--- src/rtl/sort_engine.sv ---
// sort_engine: N-element odd-even transposition sorter, one compare-exchange
// phase per clock, valid/ready on both sides, signed/unsigned and
// ascending/descending modes, optional early exit and a swap counter.
module sort_engine #(
    parameter  int unsigned WIDTH      = 32,
    parameter  int unsigned N          = 8,
    parameter  int unsigned EARLY_EXIT = 1,
    localparam int unsigned CW         = $clog2(N * N / 2 + 1)
) (
    input  logic                 clk,
    input  logic                 rst,
    input  logic                 in_valid,
    output logic                 in_ready,
    input  logic [N*WIDTH-1:0]   in_data,
    input  logic                 signed_mode,
    input  logic                 descending,
    output logic                 out_valid,
    input  logic                 out_ready,
    output logic [N*WIDTH-1:0]   out_data,
    output logic [CW-1:0]        swap_count
);

    localparam int unsigned PW = $clog2(N);

    typedef enum logic [1:0] {
        ST_IDLE,
        ST_SORT,
        ST_DONE
    } state_t;

    state_t                    state_q;
    logic [N-1:0][WIDTH-1:0]   vec_q;
    logic [N-1:0][WIDTH-1:0]   vec_d;
    logic                      signed_q;
    logic                      desc_q;
    logic [PW-1:0]             phase_q;
    logic                      prev_zero_q;
    logic [CW-1:0]             swaps_d;
    logic [CW-1:0]             swap_count_q;
    logic                      out_valid_q;
    logic [N*WIDTH-1:0]        out_data_q;

    logic                      accept;
    logic                      phase_last;
    logic                      phase_zero;
    logic                      finish;

    // Strict greater-than under the latched signedness.
    function automatic logic gt(input logic [WIDTH-1:0] a,
                                input logic [WIDTH-1:0] b,
                                input logic             sgn);
        if (sgn) begin
            return $signed(a) > $signed(b);
        end
        return a > b;
    endfunction

    // One compare-exchange phase over the pairs selected by the phase parity.
    always_comb begin
        vec_d   = vec_q;
        swaps_d = '0;
        for (int i = 0; i < int'(N) - 1; i++) begin
            if (1'(i) == phase_q[0]) begin
                if (desc_q ? gt(vec_q[i+1], vec_q[i], signed_q)
                           : gt(vec_q[i], vec_q[i+1], signed_q)) begin
                    vec_d[i]   = vec_q[i+1];
                    vec_d[i+1] = vec_q[i];
                    swaps_d    = swaps_d + CW'(1);
                end
            end
        end
    end

    // Handshake and termination decisions.
    always_comb begin
        in_ready   = (state_q == ST_IDLE) || ((state_q == ST_DONE) && out_ready);
        accept     = in_valid && in_ready;
        phase_last = (phase_q == PW'(N - 1));
        phase_zero = (swaps_d == '0);
        finish     = phase_last ||
                     ((EARLY_EXIT != 0) && (phase_q != '0) && prev_zero_q && phase_zero);
    end

    // Sequencer: accept, step phases, present the result until it is taken.
    always_ff @(posedge clk or negedge rst) begin
        if (!rst) begin
            state_q      <= ST_IDLE;
            vec_q        <= '0;
            signed_q     <= 1'b0;
            desc_q       <= 1'b0;
            phase_q      <= '0;
            prev_zero_q  <= 1'b0;
            swap_count_q <= '0;
            out_valid_q  <= 1'b0;
            out_data_q   <= '0;
        end else if (accept) begin
            // Covers IDLE and the back-to-back case out of DONE.
            state_q      <= ST_SORT;
            vec_q        <= in_data;
            signed_q     <= signed_mode;
            desc_q       <= descending;
            phase_q      <= '0;
            prev_zero_q  <= 1'b0;
            swap_count_q <= '0;
            out_valid_q  <= 1'b0;
        end else begin
            unique case (state_q)
                ST_SORT: begin
                    vec_q        <= vec_d;
                    swap_count_q <= swap_count_q + swaps_d;
                    prev_zero_q  <= phase_zero;
                    phase_q      <= phase_q + PW'(1);
                    if (finish) begin
                        state_q     <= ST_DONE;
                        out_valid_q <= 1'b1;
                        out_data_q  <= vec_d;
                    end
                end
                ST_DONE: begin
                    if (out_ready) begin
                        state_q     <= ST_IDLE;
                        out_valid_q <= 1'b0;
                    end
                end
                default: begin
                    state_q <= state_q;
                end
            endcase
        end
    end

    assign out_valid  = out_valid_q;
    assign out_data   = out_data_q;
    assign swap_count = swap_count_q;

endmodule

--- config.mk ---
export PLATFORM = sky130hd
export DESIGN_NAME = sort_engine
export DESIGN_NICKNAME = d
export VERILOG_FILES = /design/src/rtl/sort_engine.sv
export SDC_FILE = /design/constraint.sdc
export NUM_CORES = 2
export LEC_CHECK = 0
export CORE_MARGIN = 2
export CORE_UTILIZATION = 25
export CTS_BUF_LIST = sky130_fd_sc_hd__clkbuf_16
export CTS_CLUSTER_SIZE = 10
export DETAILED_ROUTE_END_ITERATION = 10
export SYNTH_ARGS = -nofsm -noshare
export SYNTH_HDL_FRONTEND = slang
export SYNTH_SLANG_ARGS = --single-unit
--- constraint.sdc ---
create_clock -name clk -period 9.6 [get_ports clk]
set_input_delay 2.88 -clock clk [delete_from_list [all_inputs] [get_ports clk]]
set_output_delay 2.88 -clock clk [all_outputs]
set_load 0.03 [all_outputs]
==> metrics.yaml <==
drt:
  via_count: 31940
  drt-total-wl_um: 156000
  drt-initial-drc-count: 2999
  postRouteAntennaNets: 0
  drtPass1Iterations: 8
  avgViaCountPerCell: 5.11
  drc: 0
  wl_per_cell_um: 25.0
job:
  drv_cap: 0
clock_network:
  cts_tree: "yes"
  postCtsSetupBuffers: 0
  cts.path.max_buffers: 3
  path_clk_slew_ps: 60
  htree_levels: 3
  cts_buffers: 70
  cts-resized-gates: 0
  clk_latency_ps: 680
  cts.sinks: 526
  ctsHoldBuffers: 0
  root_buffer: "clkbuf_16"
logic_synthesis:
  synth_edf_count: 0
  syn_nets: 4593
  yosysWarnings: 0
  synth.distinct_cells: 78
  synthesis.area_um2: 36300
  synth-async-reset-ratio_pct: 100
  synth_cells: 3870
  synth-seq-area-share_pct: 36.2
  ys_ff_latch: 526
  syn_area_per_cell_um2: 9.39
  synthFlopType: "dfrtp_1"
floorplanning:
  die_h_um: 385
  start_util_pct: 25.2
  die_area_um2: 148000
  ioPinCount: 526
  dieWidth_um: 385
  rows: 139
  core_area_um2: 144000
timing:
  finalMaxSlewViolations: 0
  max_freq_ghz: 0.129
  rsz0062_at_grt: "false"
  finalSetupViolCount: 0
  setup_tns_ps: 0
  hold_ws_ps: 481
  period_share_pct: 80.8
  tightestPinTransition_ps: 1200
  slew_headroom_pct: 19.2
  finalClockSkew_ps: 28.3
  hold_viol: 0
  min_period_ps: 7760
setup_path:
  worst-path-buf-inv: 6
  crit_path_top_delay_cell: "nor4_1"
  critPathTopFamily: "compound AO/OA/AOI/OAI gates"
  critPathMaxStageDelay_ps: 790
  critPathKind: "reg2reg"
  critPathLaunch: "vec_q[95]"
  end_kind: "flop"
  crit_required_ps: 10140
  cpMostUsedCell: "ha_1"
  crit_fanout: 111
  cp.arrival_ps: 8300
  cp-start-kind: "flop"
  timing.rr.start: "vec_q[95]"
global_route:
  grt.total_usage_pct: 20.5
  grt_max_degree: 158
  antenna_found_initial: 20
  grt_pass1_vias: 31208
  gr-total-overflow: 0
  grt_pass1_wl_um: 224000
placed_design:
  port_buffers: 525
  gp_congestion: 0.902
  dp_hpwl_um: 119000
finish:
  nNetsFinal: 5022
  drive_gt1_share_pct: 4.40
  area_growth_pct: 25.9
hold_path:
  holdCritPathClass: "reg2reg"
  hp-start: "out_data[169]"
status:
  status: "complete, no violations"
## layer usage
metal / up-vias / wire, um / track usage (%)
li1: 14670 / - / -
met1: 15848 / 72300 / 29.1
met2: 1197 / 67000 / 30.5
met3: 205 / 11800 / 4.68
met4: 20 / 4670 / 6.51
met5: - / 129 / 0
## worst paths after layout
check	to	slack, ps	cells after the start
setup / recovery	out_data[106]	1840	28
hold / removal	out_data[169]	480	1
min in group asynchronous	out_data[84]	2200	1
setup reg to reg	out_data[106]	1840	28
max in group asynchronous	out_data[163]	5530	3
hold reg to reg	out_data[169]	480	1
## sequential cells by signal (all words and copies together) (netlist names)
| signal | cells |
|---|---|
| signed_q | 1 |
| phase_q | 3 |
| prev_zero_q | 1 |
| desc_q | 1 |
| swap_count | 6 |
| vec_q | 256 |
| state_q | 2 |
| out_data | 256 |
## synth_stat cells (6+ instances only)
| library cell | number | area [um^2] |
|---|---|---|
| o21bai_1 | 7 | 52.6 |
| a211oi_1 | 18 | 135 |
| ha_1 | 460 | 5760 |
| a211o_1 | 16 | 140 |
| nand4_1 | 40 | 250 |
| a21o_1 | 192 | 1440 |
| clkbuf_1 | 175 | 657 |
| nor3_1 | 18 | 90.1 |
| o21ai_0 | 250 | 1250 |
| inv_1 | 368 | 1380 |
| dfrtp_1 | 526 | 13200 |
| a22o_1 | 160 | 1400 |
| a22oi_1 | 35 | 263 |
| o22ai_1 | 7 | 43.8 |
| a221o_1 | 8 | 80.1 |
| nor2b_1 | 13 | 81.3 |
| nand3_1 | 49 | 245 |
| a21oi_1 | 378 | 1890 |
| nor4_1 | 11 | 68.8 |
| and4_1 | 10 | 87.6 |
| mux2_2 | 31 | 349 |
| nand2_1 | 252 | 946 |
| o211ai_1 | 15 | 113 |
| xnor2_1 | 7 | 61.3 |
| nand2b_1 | 11 | 68.8 |
| o21a_1 | 8 | 60.1 |
| o221ai_1 | 6 | 52.6 |
| buf_1 | 8 | 30.0 |
| mux2i_1 | 117 | 1170 |
| nor2_1 | 289 | 1080 |
| buf_6 | 22 | 248 |
| a222oi_1 | 49 | 490 |
| a221oi_1 | 18 | 158 |
| mux2_1 | 198 | 2230 |
## cells in the final DEF (no fill, tap or decap), types with 16 or more instances in the layout
cell type        instances
mux2_1                 198
a211oi_1                18
a221oi_1                17
nor3_1                  18
nand4_1                 40
a222oi_1                49
mux2i_1                117
ha_1                   460
a21oi_1                378
mux2_2                  31
a22o_1                 160
clkdlybuf4s50_1        524
nor2_1                 285
nand2_1                252
nand3_1                 49
inv_1                  381
buf_4                   36
a22oi_1                 35
a211o_1                 16
clkbuf_16               71
dfrtp_1                526
a21o_1                 192
o21ai_0                250
## cell families after synthesis
| logic type | synth area share (%) |
|---|---|
| AOI/OAI and AO/OA | 22.1 |
| and+or+nand+nor | 8.67 |
| buffers and inverters | 6.53 |
| DFF | 36.2 |
| adders and majority gates | 15.9 |
| muxes | 10.3 |
| xor gates and xnor gates | 0.241 |
| other | 0.0103 |
## per-stage QoR
stage	instance area (um^2)	setup WS, ps	utilization (%)	cells
after global placement	43600	1930	30.3	6130
after floorplan	36300	2780	-	3870
after detailed placement	43600	1890	30.3	6130
final	45800	1840	31.8	6248
after CTS	45700	1850	31.8	6241
after global routing	45700	1380	31.8	6245
## area by class of cell
class / count / area (um^2)
fill: 15035 / 98200
multi-input combinational: 2761 / 20900
sequential: 526 / 13200
timing repair buffer: 569 / 5690
tap: 1903 / 2380
clock buffer: 71 / 1780
inverter: 371 / 1390
clock inverter: 40 / 398
antenna: 7 / 17.5
Power is not shown: default switching activity piles up to over one toggle a cycle in this logic, so the estimate is an artifact.
